**config.mk**
```make
export PLATFORM = sky130hd
export DESIGN_NAME = merge_sort_ctrl
export DESIGN_NICKNAME = d
export VERILOG_FILES = /design/src/rtl/merge_sort_ctrl.sv
export SDC_FILE = /design/constraint.sdc
export NUM_CORES = 1
export LEC_CHECK = 0
export BUFFER_PORTS_ARGS = -buffer_cell sky130_fd_sc_hd__clkbuf_2
export CAP_MARGIN = 20
export CORE_UTILIZATION = 50
export DETAILED_ROUTE_END_ITERATION = 10
export GPL_ROUTABILITY_DRIVEN = 0
export PLACE_DENSITY_LB_ADDON = 0.3
export SLEW_MARGIN = 20
export SYNTH_ARGS = -nofsm -noshare
export SYNTH_HDL_FRONTEND = slang
export SYNTH_SLANG_ARGS = --single-unit
```
**constraint.sdc**
```tcl
create_clock -name clk -period 4.3 [get_ports clk]
set_input_delay 0.86 -clock clk [delete_from_list [all_inputs] [get_ports clk]]
set_output_delay 0.86 -clock clk [all_outputs]
set_load 0.01 [all_outputs]
```
**src/rtl/merge_sort_ctrl.sv**
```systemverilog
// merge_sort_ctrl: loads a block of N = 2^LOG_N keys into a ping-pong buffer,
// runs LOG_N bottom-up stable merge passes (one element per cycle) and drains
// the ascending result over a valid/ready stream.
module merge_sort_ctrl #(
  parameter int DATA_W = 8,
  parameter int LOG_N  = 2
) (
  input  logic              clk,
  input  logic              rst_n,
  input  logic              start,
  input  logic              in_valid,
  input  logic [DATA_W-1:0] in_data,
  output logic              in_ready,
  output logic              out_valid,
  output logic [DATA_W-1:0] out_data,
  input  logic              out_ready,
  output logic              busy,
  output logic              done
);

  localparam int N  = 1 << LOG_N;
  localparam int CW = LOG_N + 1;

  typedef enum logic [1:0] {
    S_IDLE  = 2'd0,
    S_LOAD  = 2'd1,
    S_MERGE = 2'd2,
    S_OUT   = 2'd3
  } state_t;

  state_t state_q, state_d;

  logic [CW-1:0] load_cnt_q, load_cnt_d;
  logic [CW-1:0] k_q, k_d;          // destination index within a pass
  logic [CW-1:0] i_q, i_d;          // left-run read pointer (absolute)
  logic [CW-1:0] j_q, j_d;          // right-run read pointer (absolute)
  logic [CW-1:0] base_q, base_d;    // start of the current run pair
  logic [CW-1:0] w_q, w_d;          // run width of the current pass
  logic [CW-1:0] out_cnt_q, out_cnt_d;  // elements fetched into out_data
  logic          src_sel_q, src_sel_d;  // 0: src=buf_a, 1: src=buf_b

  logic              in_ready_q, in_ready_d;
  logic              out_valid_q, out_valid_d;
  logic [DATA_W-1:0] out_data_q, out_data_d;
  logic              busy_q, busy_d;
  logic              done_q, done_d;

  logic [DATA_W-1:0] buf_a_q [N];
  logic [DATA_W-1:0] buf_b_q [N];

  logic              wr_a_en_s, wr_b_en_s;
  logic [LOG_N-1:0]  wr_addr_s;
  logic [DATA_W-1:0] wr_data_s;

  logic              load_fire_s, out_fire_s;
  logic [CW-1:0]     left_end_s, right_end_s;
  logic              left_ok_s, right_ok_s, take_left_s;
  logic              pass_end_s, last_pass_s;
  logic [DATA_W-1:0] src_i_s, src_j_s, res_s;

  assign load_fire_s = in_valid && in_ready_q;
  assign out_fire_s  = out_valid_q && out_ready;
  assign left_end_s  = base_q + w_q;
  assign right_end_s = left_end_s + w_q;
  assign left_ok_s   = (i_q < left_end_s);
  assign right_ok_s  = (j_q < right_end_s);
  assign src_i_s     = src_sel_q ? buf_b_q[i_q[LOG_N-1:0]] : buf_a_q[i_q[LOG_N-1:0]];
  assign src_j_s     = src_sel_q ? buf_b_q[j_q[LOG_N-1:0]] : buf_a_q[j_q[LOG_N-1:0]];
  // Stable merge: on ties the left run wins.
  assign take_left_s = left_ok_s && (!right_ok_s || (src_i_s <= src_j_s));
  assign pass_end_s  = (k_q == CW'(N - 1));
  assign last_pass_s = (w_q == CW'(N / 2));
  // After the final pass swap, src_sel points at the buffer holding the result.
  assign res_s       = src_sel_q ? buf_b_q[out_cnt_q[LOG_N-1:0]] : buf_a_q[out_cnt_q[LOG_N-1:0]];

  assign in_ready  = in_ready_q;
  assign out_valid = out_valid_q;
  assign out_data  = out_data_q;
  assign busy      = busy_q;
  assign done      = done_q;

  // State, counters and registered outputs with asynchronous clear.
  always_ff @(posedge clk or negedge rst_n) begin
    if (!rst_n) begin
      state_q     <= S_IDLE;
      load_cnt_q  <= '0;
      k_q         <= '0;
      i_q         <= '0;
      j_q         <= '0;
      base_q      <= '0;
      w_q         <= '0;
      out_cnt_q   <= '0;
      src_sel_q   <= 1'b0;
      in_ready_q  <= 1'b0;
      out_valid_q <= 1'b0;
      out_data_q  <= '0;
      busy_q      <= 1'b0;
      done_q      <= 1'b0;
    end else begin
      state_q     <= state_d;
      load_cnt_q  <= load_cnt_d;
      k_q         <= k_d;
      i_q         <= i_d;
      j_q         <= j_d;
      base_q      <= base_d;
      w_q         <= w_d;
      out_cnt_q   <= out_cnt_d;
      src_sel_q   <= src_sel_d;
      in_ready_q  <= in_ready_d;
      out_valid_q <= out_valid_d;
      out_data_q  <= out_data_d;
      busy_q      <= busy_d;
      done_q      <= done_d;
    end
  end

  // Ping-pong key storage; contents are don't-care after reset.
  always_ff @(posedge clk) begin
    if (wr_a_en_s) buf_a_q[wr_addr_s] <= wr_data_s;
    if (wr_b_en_s) buf_b_q[wr_addr_s] <= wr_data_s;
  end

  // Next-state: idle -> load -> merge passes -> drain -> idle.
  always_comb begin
    state_d = state_q;
    case (state_q)
      S_IDLE:  if (start) state_d = S_LOAD; else state_d = S_IDLE;
      S_LOAD:  if (load_fire_s && (load_cnt_q == CW'(N - 1))) state_d = S_MERGE;
               else state_d = S_LOAD;
      S_MERGE: if (pass_end_s && last_pass_s) state_d = S_OUT; else state_d = S_MERGE;
      S_OUT:   if (out_fire_s && (out_cnt_q == CW'(N))) state_d = S_IDLE; else state_d = S_OUT;
      default: state_d = S_IDLE;
    endcase
  end

  // Datapath, buffer writes and next values of the registered outputs.
  always_comb begin
    load_cnt_d  = load_cnt_q;
    k_d         = k_q;
    i_d         = i_q;
    j_d         = j_q;
    base_d      = base_q;
    w_d         = w_q;
    out_cnt_d   = out_cnt_q;
    src_sel_d   = src_sel_q;
    out_valid_d = out_valid_q;
    out_data_d  = out_data_q;
    done_d      = 1'b0;
    wr_a_en_s   = 1'b0;
    wr_b_en_s   = 1'b0;
    wr_addr_s   = '0;
    wr_data_s   = '0;
    in_ready_d  = (state_d == S_LOAD);
    busy_d      = (state_d != S_IDLE);
    case (state_q)
      S_IDLE: begin
        load_cnt_d = '0;
      end
      S_LOAD: begin
        if (load_fire_s) begin
          wr_a_en_s  = 1'b1;
          wr_addr_s  = load_cnt_q[LOG_N-1:0];
          wr_data_s  = in_data;
          load_cnt_d = load_cnt_q + CW'(1);
          k_d        = '0;
          i_d        = '0;
          j_d        = CW'(1);
          base_d     = '0;
          w_d        = CW'(1);
          src_sel_d  = 1'b0;
        end else begin
          load_cnt_d = load_cnt_q;
        end
      end
      S_MERGE: begin
        wr_a_en_s = src_sel_q;
        wr_b_en_s = !src_sel_q;
        wr_addr_s = k_q[LOG_N-1:0];
        wr_data_s = take_left_s ? src_i_s : src_j_s;
        if (pass_end_s) begin
          k_d         = '0;
          base_d      = '0;
          i_d         = '0;
          j_d         = w_q << 1;
          w_d         = w_q << 1;
          src_sel_d   = !src_sel_q;
          out_cnt_d   = '0;
          out_valid_d = 1'b0;
        end else if ((k_q + CW'(1)) == right_end_s) begin
          // Next run pair starts on the very next cycle (no bubble).
          k_d    = k_q + CW'(1);
          base_d = right_end_s;
          i_d    = right_end_s;
          j_d    = right_end_s + w_q;
        end else begin
          k_d = k_q + CW'(1);
          if (take_left_s) i_d = i_q + CW'(1);
          else             j_d = j_q + CW'(1);
        end
      end
      S_OUT: begin
        if (!out_valid_q || out_fire_s) begin
          if (out_cnt_q != CW'(N)) begin
            out_data_d  = res_s;
            out_valid_d = 1'b1;
            out_cnt_d   = out_cnt_q + CW'(1);
          end else begin
            out_valid_d = 1'b0;
            done_d      = 1'b1;
          end
        end else begin
          out_valid_d = out_valid_q;
        end
      end
      default: begin
        load_cnt_d = '0;
      end
    endcase
  end

endmodule

```
==> impl_metrics.json <==
{
  "status": "complete, no violations",
  "yosys_most_used_dff": "edfxtp_1",
  "die-area_um2": 12400,
  "vias": 3809,
  "fin_ws_ns": 0.274,
  "synth_nets": 483,
  "synth_edf_count": 64,
  "yosysTopAreaCellShare_pct": 32.2,
  "grt_pass1_vias": 3901,
  "gr-usage-all-layers_pct": 23.8,
  "worstSetupEndpointType": "register",
  "yosysWarnings": 0,
  "avgViaCountPerCell": 6.18,
  "start_util_pct": 51.7,
  "crit_fanout": 8,
  "drt_iter0_drc": 200,
  "die-height_um": 111,
  "grt_overflow": 0,
  "syn-cell-area_um2": 5960,
  "cts-root-buf": "clkbuf_16",
  "peakVddDrop_mv": 0.369,
  "ant_nets": 0,
  "timing.rr.start": "w_q[0]$_DFFE_PN0P_",
  "min_from": "out_data[4]$_DFFE_PN0P_",
  "n_antenna_cell": 0,
  "synthTopCellsByArea": "edfxtp_1, mux4_2, dfrtp_1, mux2i_1, ha_1",
  "yosysSeqAreaShare_pct": 47.4,
  "drt_pass1_iterations": 5,
  "hold_ws_ns": 0.482,
  "ff_latch_area_um2": 2820,
  "fin_crit_sh_pct": 93.6,
  "ios": 25,
  "rsz0062_at_grt": "false",
  "synth.distinct_cells": 47,
  "post_drt_wl_per_cell_um": 21.9,
  "holdBufCountCts": 0,
  "multi_input_area_um2": 2930,
  "area_delta_synth_final_pct": 11.1,
  "synth_common_cells": "edfxtp_1, mux4_2, nand2_1",
  "grt_max_degree": 37,
  "ys_seq_elements": 100,
  "finalSetupViolations": 0,
  "clock.fmax_ghz": 0.248,
  "drc_errors": 0,
  "synthesis.area_per_instance_um2": 13.6,
  "wirelength_um": 13500,
  "die_w_um": 111,
  "power_density_nw_per_um2": 413,
  "synthArstFlopShare_pct": 36.0,
  "fin_util_pct": 57.5,
  "tightest_slew_ns": 1.08,
  "cts_max_level": 3,
  "grt_pass1_wl_um": 21600,
  "hpwl_um": 9160,
  "final_hold_viol_count": 0,
  "startpoint": "w_q[0]$_DFFE_PN0P_",
  "antenna_found_initial": 0,
  "clockBufferDepth": 2,
  "clock_skew_ns": 0.00501,
  "drive_gt1_share_pct": 26.8,
  "preCtsSetupSlack_ns": 0.283,
  "min_path_type": "register to register",
  "finalNonFillerCells": 616,
  "leakagePower_nw": 2.51,
  "max_cap_violations": 0,
  "cts_setup_buffers": 0,
  "cts_tree": "built",
  "max_slew_margin_pct": 27.8,
  "fin_crit_ns": 4.03,
  "placed_cells_incl_taps": 600,
  "clock_sinks": 100,
  "worst_ep_required_time_ns": 4.47,
  "n_fill_cell": 925,
  "worst_skew_pair.late_latency_ns": 0.36,
  "core_um2": 11500,
  "cts_buffers": 9,
  "clk_pin_slew_ns": 0.07,
  "synthCells": 439,
  "setup.worst_path.class": "register to register",
  "yosys.area.top_type": "edfxtp_1",
  "crit_path_start_kind": "register",
  "row_count": 39,
  "port_buffers": 24,
  "drv_slew": 0,
  "tns_ns": 0,
  "final_nets": 512,
  "synth.most_common_cell": "edfxtp_1",
  "cp_data_arrival_time_ns": 4.20
}
flip-flops by register name (all words and copies together) (netlist names):
name        count
buf_a_q        32
buf_b_q        32
out_data        8
base_q          3
i_q             3
j_q             3
k_q             3
load_cnt_q      3
out_cnt_q       3
w_q             3
state_q         2
busy            1
done            1
in_ready        1
out_valid       1
src_sel_q       1
cells in the final DEF (no fill, tap or decap), types with 4 or more instances in the layout:
| cell | n |
|---|---|
| edfxtp_1 | 64 |
| mux4_2 | 48 |
| nand2_1 | 37 |
| mux2i_1 | 36 |
| dfrtp_1 | 36 |
| o21ai_0 | 31 |
| ha_1 | 28 |
| inv_1 | 26 |
| clkbuf_2 | 23 |
| nor2_1 | 19 |
| buf_4 | 18 |
| a22o_1 | 12 |
| a21oi_1 | 9 |
| clkbuf_16 | 9 |
| xnor2_1 | 8 |
| mux2_2 | 8 |
| nand3_1 | 7 |
| nand2b_1 | 4 |
| nor2b_1 | 4 |
per-layer routing:
metal  global-route usage, %  up-vias  part of all wire, %
met5                       0        -                    0
met4                    10.5        0                  2.8
met3                    5.19       22                  5.6
met2                    38.6      109                   49
met1                    30.9     1939                   42
li1                        -     1739                    -
stage by stage:
step                      power, mW  instance area (um2)
after global placement         1.89                 6300
after floorplan                1.70                 5960
after detailed placement       1.90                 6300
after global routing           2.87                 6620
after CTS                      2.75                 6620
final                          2.74                 6620
path summary, 6_finish.rpt:
| kind | end | slack, ns | cells past startpoint |
|---|---|---|---|
| max | buf_b_q[1][3]$_DFFE_PP_ | 0.27 | 14 |
| min | out_data[4]$_DFFE_PN0P_ | 0.48 | 2 |
| max reg2reg | buf_b_q[1][3]$_DFFE_PP_ | 0.27 | 14 |
| min reg2reg | out_data[4]$_DFFE_PN0P_ | 0.48 | 2 |
| max in group asynchronous | out_data[4]$_DFFE_PN0P_ | 3.11 | 1 |
| min in group asynchronous | in_ready$_DFF_PN0_ | 0.63 | 1 |
cells by family (layout without fill, tap and decap cells):
logic type	Yosys count	after routing	synth area share, %
adders and majority gates	31	31	6.89
buffers and inverters	51	85	3.59
xor gates and xnor gates	12	12	2.04
and+or+nand+nor	80	80	6.00
DFF	100	100	47.4
AOI/OAI and AO/OA	73	73	8.42
muxes	92	92	25.7
report_power, final:
group / switching, mW / total, mW / internal (mW)
combinational: 0.371 / 0.697 / 0.326
clock: 0.372 / 0.849 / 0.477
sequential: 0.0717 / 1.19 / 1.12
area by class of cell:
type	instances	area share, %
Clock inverter	6	1.15
Tap cell	143	2.70
Timing Repair Buffer	43	4.16
Multi-Input combinational cell	288	44.3
Sequential cell	100	42.6
Clock buffer	10	3.61
Inverter	26	1.47
critical path: stages (launching register included):
cell       delay, ns
dfrtp_1         0.48
ha_1            0.19
inv_1           0.05
fa_1            0.51
inv_1           0.07
fa_1            0.43
xor3_2          0.48
ha_1            0.31
o21ai_0         0.08
a21oi_1         0.06
a211oi_1        0.28
a2bb2oi_2       0.17
buf_4           0.24
mux2i_1         0.21
a22o_1          0.28
repair_timing:
item                                   in CTS  in global routing
setup endpoints to repair                   0                 24
resized for setup                           0                  3
endpoints found under the hold margin       0                  0
(Power assumes the default switching activity.)
